<file path="src/rtl/mfp_ahb_lite_cmd_master.sv">
// mfp_ahb_lite_cmd_master: command stream to pipelined AHB-Lite SINGLE transfers; MFP_AHB_MASTER_HRESP_EN enables two-cycle error handling
module mfp_ahb_lite_cmd_master #(
  parameter logic [3:0] HPROT_VALUE = 4'b0011
) (
  input  logic        HCLK,
  input  logic        HRESET,
  input  logic        cmd_valid,
  output logic        cmd_ready,
  input  logic        cmd_write,
  input  logic [31:0] cmd_addr,
  input  logic [2:0]  cmd_size,
  input  logic [31:0] cmd_wdata,
  output logic        rsp_valid,
  output logic [31:0] rsp_rdata,
  output logic        rsp_err,
  output logic [31:0] HADDR,
  output logic [2:0]  HBURST,
  output logic        HMASTLOCK,
  output logic [3:0]  HPROT,
  output logic [2:0]  HSIZE,
  output logic [1:0]  HTRANS,
  output logic [31:0] HWDATA,
  output logic        HWRITE,
  input  logic [31:0] HRDATA,
  input  logic        HREADY,
  input  logic        HRESP
);
`ifdef MFP_AHB_MASTER_HRESP_EN
  localparam logic ERR_EN = 1'b1;
`else
  localparam logic ERR_EN = 1'b0;
`endif
  typedef enum logic {EMPTY, FULL} stage_t;
  stage_t a_st, d_st;
  logic a_write, d_write, a_valid, d_valid, accept, err_now, err_st, c_pend, c_fire;
  logic [31:0] a_addr, a_wdata, d_wdata, al_addr;
  logic [2:0] a_size, sz;
  assign a_valid = a_st == FULL;
  assign d_valid = d_st == FULL;
  // first error cycle: the failing data phase stalls while HRESP is already high
  assign err_now = ERR_EN & d_valid & HRESP & ~HREADY;
  assign cmd_ready = ~HRESET & (~a_valid | HREADY) & ~err_now & ~err_st;
  assign accept = cmd_valid & cmd_ready;
  assign sz = cmd_size > 3'd2 ? 3'd2 : cmd_size;
  assign al_addr = sz == 3'd1 ? {cmd_addr[31:1], 1'b0} : sz == 3'd2 ? {cmd_addr[31:2], 2'b00} : cmd_addr;
  assign HTRANS = a_valid ? 2'b10 : 2'b00;
  assign HADDR = a_addr;
  assign HWRITE = a_write;
  assign HSIZE = a_size;
  assign HWDATA = d_wdata;
  assign HBURST = 3'b000;
  assign HMASTLOCK = 1'b0;
  assign HPROT = HPROT_VALUE;
  always_ff @(posedge HCLK) begin
    if (HRESET) begin
      a_st <= EMPTY;
      d_st <= EMPTY;
      a_write <= 1'b0;
      a_addr <= 32'd0;
      a_size <= 3'd2;
      a_wdata <= 32'd0;
      d_write <= 1'b0;
      d_wdata <= 32'd0;
      rsp_valid <= 1'b0;
      rsp_rdata <= 32'd0;
      rsp_err <= 1'b0;
      err_st <= 1'b0;
      c_pend <= 1'b0;
      c_fire <= 1'b0;
    end else begin
      rsp_valid <= (d_valid & HREADY) | c_fire;
      rsp_rdata <= (d_valid & HREADY & ~d_write) ? HRDATA : 32'd0;
      rsp_err <= c_fire | (ERR_EN & d_valid & HREADY & HRESP);
      c_fire <= c_pend & HREADY;
      err_st <= err_now | (err_st & ~HREADY);
      // a cancelled command is never issued but still owes an error response
      if (err_now & a_valid) begin
        a_st <= EMPTY;
        c_pend <= 1'b1;
      end else if (HREADY | ~a_valid) begin
        a_st <= accept ? FULL : EMPTY;
        if (accept) begin
          a_write <= cmd_write;
          a_addr <= al_addr;
          a_size <= sz;
          a_wdata <= cmd_wdata;
        end
      end
      if (HREADY) begin
        c_pend <= 1'b0;
        d_st <= a_st;
        d_write <= a_write;
        d_wdata <= a_wdata;
      end
    end
  end
endmodule
</file>
<file path="config.mk">
export PLATFORM = sky130hd
export DESIGN_NAME = mfp_ahb_lite_cmd_master
export DESIGN_NICKNAME = d
export VERILOG_FILES = /design/src/rtl/mfp_ahb_lite_cmd_master.sv
export SDC_FILE = /design/constraint.sdc
export NUM_CORES = 1
export LEC_CHECK = 0
export CORE_MARGIN = 4
export CORE_UTILIZATION = 55
export DETAILED_ROUTE_END_ITERATION = 12
export DONT_BUFFER_PORTS = 1
export PLACE_DENSITY = 0.73
export SETUP_SLACK_MARGIN = 0.4
export SYNTH_ARGS = -nofsm -noshare
export SYNTH_HDL_FRONTEND = slang
export SYNTH_SLANG_ARGS = --single-unit
export TNS_END_PERCENT = 30
</file>
<file path="constraint.sdc">
create_clock -name HCLK -period 1.3 [get_ports HCLK]
set_input_delay 0.13 -clock HCLK [delete_from_list [all_inputs] [get_ports HCLK]]
set_output_delay 0.13 -clock HCLK [all_outputs]
set_load 0.02 [all_outputs]
</file>
Word level (Yosys, flattened, before mapping)

Cells that the tools add are included.

Bits in latches: 0
Bits in registers: 137
RAM bits: 0
Memories: 0
ROM bits: 0
Output and inout bits: 113

Equality and inequality tests: 2
Multiply operators: 0
Add/subtract/negate cells: 0
Mux-type cells: 5
Bitwise operators: 13
Div/mod/pow operators: 0
Shifts and indexed selects: 0
Reductions and logical operators: 2
Magnitude comparators: 1

Operators by type and width:

| cell               | number |
|---|---|
| $and 1x1->1        | 6 |
| $mux 2             | 3 |
| $not 1->1          | 6 |
| $eq 3x1->1 const B | 1 |
| $eq 3x2->1 const B | 1 |
| $gt 3x2->1 const B | 1 |
| $mux 3             | 1 |
| $reduce_and 2->1   | 1 |
| $reduce_or 2->1    | 1 |
| $mux 1             | 1 |
| $or 1x1->1         | 1 |

Longest topological paths before layout

Depth after elaboration: 6
Depth in mapped cells: 6

Worst setup path after synthesis

OpenSTA, ideal clock, no wires.

Path type: register to register
Start: reg a_st
End: reg a_addr[11] (netlist: HADDR[11])
Arrival: 1.344 ns
Slack: -0.113 ns
Data required time: 1.231 ns
Cell stages (with the launch flop): 7
Setup time: 0.069 ns
Cells stage by stage: dfxtp_1 > nor2b_1 > or4_4 > buf_6 > buf_6 > buf_6 > o21ai_1

Cells in the longest elaborated chain, start to end: 6

RTL lines:

| what                                | line   | source |
|---|---|---|
| start: declaration                  | 34     | `stage_t a_st, d_st;` |
| start signal: assignment            | 81     | `a_st <= accept ? FULL : EMPTY;` |
| $not 1->1 *                         | 42, 80 |  |
| $or 1x1->1 *                        | 42, 80 |  |
| $and 1x1->1 (2 in series)           | 42     | `assign cmd_ready = ~HRESET & (~a_valid \| HREADY) & ~err_now & ~err_st;` |
| $and 1x1->1                         | 43     | `assign accept = cmd_valid & cmd_ready;` |
| $reduce_and 2->1 (no source line) * | -      |  |
| end signal: assignment              | 84     | `a_addr <= al_addr;` |
| end: declaration                    | 36     | `logic [31:0] a_addr, a_wdata, d_wdata, al_addr;` |

Every way passes the cells marked *; elsewhere a longest branch is shown, timed or not.
A chain may end at the register's enable or synchronous reset.

Final worst setup path

Start: reg a_st
End: reg a_size[2] (netlist: HSIZE[2])

Cells in the longest elaborated chain, start to end: 6

RTL lines:

| what                                | line   | source |
|---|---|---|
| $not 1->1 *                         | 42, 80 |  |
| $or 1x1->1 *                        | 42, 80 |  |
| $and 1x1->1 (2 in series)           | 42     |  |
| $and 1x1->1                         | 43     |  |
| $reduce_and 2->1 (no source line) * | -      |  |
| end signal: assignment              | 85     | `a_size <= sz;` |
| end: declaration                    | 37     | `logic [2:0] a_size, sz;` |

Marks and branches as above.

==> impl_metrics.json <==
{
  "status": "complete, but fails checks",
  "violated_checks": "hold timing, setup timing",
  "critPathCaptureType": "flop",
  "critPathSlowestCell": "or4_4",
  "final_critical_path_setup_slack_ns": -0.219,
  "timing.critical_path.slowest_cell_delay_ns": 0.56,
  "die_w_um": 103,
  "detailedRoute.firstPassIterationCount": 5,
  "global_route.usage.total_pct": 27.8,
  "wire_length_of_the_first_global_routing_pass_mm": 22.5,
  "cts.clk_slew.worst_paths_ns": 0.06,
  "cell_internal_pwr_mw": 7.98,
  "cts_tree": "done",
  "slew_violations": 0,
  "required_ns": 1.70,
  "setup_total_negative_slack_ns": -8.71,
  "fp.dieArea_sq_um": 10600,
  "yosys.area.top_type_share_pct": 55.3,
  "viasPerCell": 5.92,
  "ant_nets": 0,
  "seq_power_share_pct": 43.5,
  "dieHeight_um": 103,
  "placeableCoreArea_sq_um": 8760,
  "ctsHtreeMaxLevel": 4,
  "total_leakage_power_nw": 3.14,
  "layout.filler_cells": 461,
  "timing.final.crit_period_ns": 1.52,
  "finClkSkew_ns": 0.0106,
  "top_post_synthesis_cells_by_area": "dfxtp_1, o311ai_0, mux2i_1",
  "peakVddDrop_mv": 0.918,
  "totalPowerFinal_mw": 10.6,
  "clock_latency_reported_for_the_late_side_of_the_worst_skew_pair_ns": 0.51,
  "clock.fmax_mhz": 658,
  "clk_path_buf_depth": 2,
  "num-nets-final": 709,
  "io_buffer_count": 0,
  "switching_power_mw": 2.62,
  "synth_area_sq_um": 4960,
  "timing.critical_path.fanout_max": 21,
  "syn_avg_cell_area_sq_um": 9.71,
  "warnings_synthesis": 0,
  "yosys.cell_count.top_type": "dfxtp_1",
  "hold_ws_ns": -0.326,
  "grt_pass1_vias": 4384,
  "fin_crit_sh_pct": 117,
  "crit_arrival_ns": 1.92,
  "worst-slew-pin-transition_ns": 0.769,
  "startpoint_to_endpoint_class_of_the_critical_path": "reg -> reg",
  "placer_congestion": 0.761,
  "ys.flop_type": "dfxtp_1",
  "antenna-diode-count": 0,
  "place_hpwl_mm": 7.67,
  "cts_made_buffers": 17,
  "synthToLayoutAreaGrowth_pct": 47.0,
  "postSynth.asyncResetShare_pct": 0,
  "route.detailed.drc": 0,
  "slew_headroom_pct": 48.8,
  "ys_types": 22,
  "synth_sequential_area_ratio_pct": 55.3,
  "ctsRootBufferMaster": "clkbuf_8",
  "grt_overflow": 0,
  "rsz0062_at_grt": "yes",
  "drt-total-wl_mm": 16.2,
  "i_o_pins": 218,
  "dr_total_vias": 4295,
  "cp_cell_sequence": "nor2b_4, or4_4, buf_12, and3_4",
  "power.density_cell_area_nw_per_um2": 1450,
  "synth.cells.most_frequent": "dfxtp_1, o311ai_0, inv_1",
  "fraction_of_layout_instances_using_a_drive_strength_above_1_pct": 34.4,
  "wire_per_inst_um": 22.3,
  "max_cap_violations": 0,
  "setup_viol": 70,
  "start_util_pct": 56.6,
  "critPathLaunchType": "flop",
  "antenna_found_initial": 0,
  "synth_edf_count": 0,
  "hold_buffer_count_at_cts": 100,
  "holdCritPathClass": "in -> reg",
  "synthCells": 511,
  "share_of_total_power_consumed_by_net_switching_pct": 24.7,
  "hold_violations": 38,
  "cts.sinks": 137,
  "clock_power_share_pct": 48.4,
  "num_rows": 34,
  "synthDominantAreaCellType": "dfxtp_1",
  "drt_iter0_markers": 216,
  "yosys_reg_bits": 137,
  "pwr-share-comb_pct": 8.2,
  "maximum_number_of_pins_on_one_net_before_global_route_repair": 67
}
-- path summary, 6_finish.rpt --
kind	from	end	slack, ns	depth (start not counted)
worst max-delay path	a_st	HSIZE[2]	-0.22	4
worst min-delay path	HRESET	HWDATA[11]	-0.33	1
worst max register to register	a_st	HSIZE[2]	-0.22	4
worst min register to register	a_wdata[23]	a_wdata[23]	0.47	2
-- cell usage in the layout, fill, tap and decap left out, types with 6 or more instances in the layout --
master | synthesis | routed
nor2_1 | 37 | 37
o311ai_1 | 0 | 25
o311ai_2 | 0 | 7
dfxtp_4 | 0 | 13
o21ai_2 | 0 | 41
dlygate4sd3_1 | 0 | 100
dfxtp_2 | 0 | 55
buf_12 | 0 | 6
buf_6 | 4 | 6
o21ai_1 | 17 | 23
dfxtp_1 | 137 | 69
and2_4 | 0 | 32
mux2i_1 | 35 | 35
buf_4 | 11 | 7
conb_1 | 2 | 10
o311ai_0 | 66 | 34
clkbuf_16 | 0 | 16
inv_1 | 65 | 64
-- power by group through the flow --
stage | sequential (mW) | combinational, mW | clock [mW]
floorplan | 4.66 | 0.375 | 0
global placement | 4.69 | 0.380 | 0
detailed placement | 4.70 | 0.397 | 0
CTS | 4.61 | 0.768 | 5.13
global route | 4.62 | 0.922 | 5.40
finish | 4.61 | 0.865 | 5.13
-- layer usage --
layer,part of all wire (%),track usage (%),routed length [um]
met5,0,0,0
met4,2.4,12.0,388
met3,9.5,10.4,1540
met2,54,48.6,8740
met1,34,30.1,5520
-- area by class of cell --
cell class	instances	area [sq um]	share of cell area, %
Tap cell	108	135	1.85
Inverter	65	244	3.34
Timing Repair Buffer	125	1400	19.2
Clock inverter	15	214	2.93
Clock buffer	17	414	5.68
Multi-Input combinational cell	258	2020	27.7
Sequential cell	137	2860	39.2
-- stage by stage --
stage	instance area [sq um]	utilization, %	worst slack (ns)	hold slack, ns	cells
after floorplan	5000	-	-0.0810	0.252	519
after global placement	4980	56.8	-0.0357	0.199	583
after detailed placement	4980	56.8	-0.0870	0.202	583
after CTS	7080	80.8	-0.188	-0.346	723
after global routing	7300	83.3	-0.342	-0.355	725
final	7300	83.3	-0.219	-0.326	725
-- worst max-delay path: cells and delay by family, from the launching register on --
| family | cells | cell delay (ns) |
|---|---|---|
| DFF | 1 | 0.32 |
| buffers and inverters | 1 | 0.22 |
| and+or+nand+nor | 3 | 0.88 |
-- sequential cells by signal (all words and copies together), names as in the netlist --
| register | cells |
|---|---|
| HADDR | 32 |
| HWDATA | 32 |
| a_wdata | 32 |
| rsp_rdata | 32 |
| HSIZE | 3 |
| HWRITE | 1 |
| a_st | 1 |
| d_st | 1 |
| d_write | 1 |
| err_st | 1 |
| rsp_valid | 1 |
-- repair_timing --
action / CTS / global route
endpoints found under the hold margin: 136 / 38
buffers inserted: 3 / 2
pin swaps: 34 / 33
cloned: 5 / 0
setup endpoints to repair: 205 / 205
gates resized for setup: 182 / 83
-- cells by family after synthesis --
| group | share of synthesized area [%] |
|---|---|
| flip-flops | 55.3 |
| AND/OR/NAND/NOR | 8.17 |
| AO/OA/AOI/OAI | 18.4 |
| multiplexers | 7.06 |
| buffers and inverters | 10.9 |
| other | 0.151 |
Power figures use the tool's default switching activity.
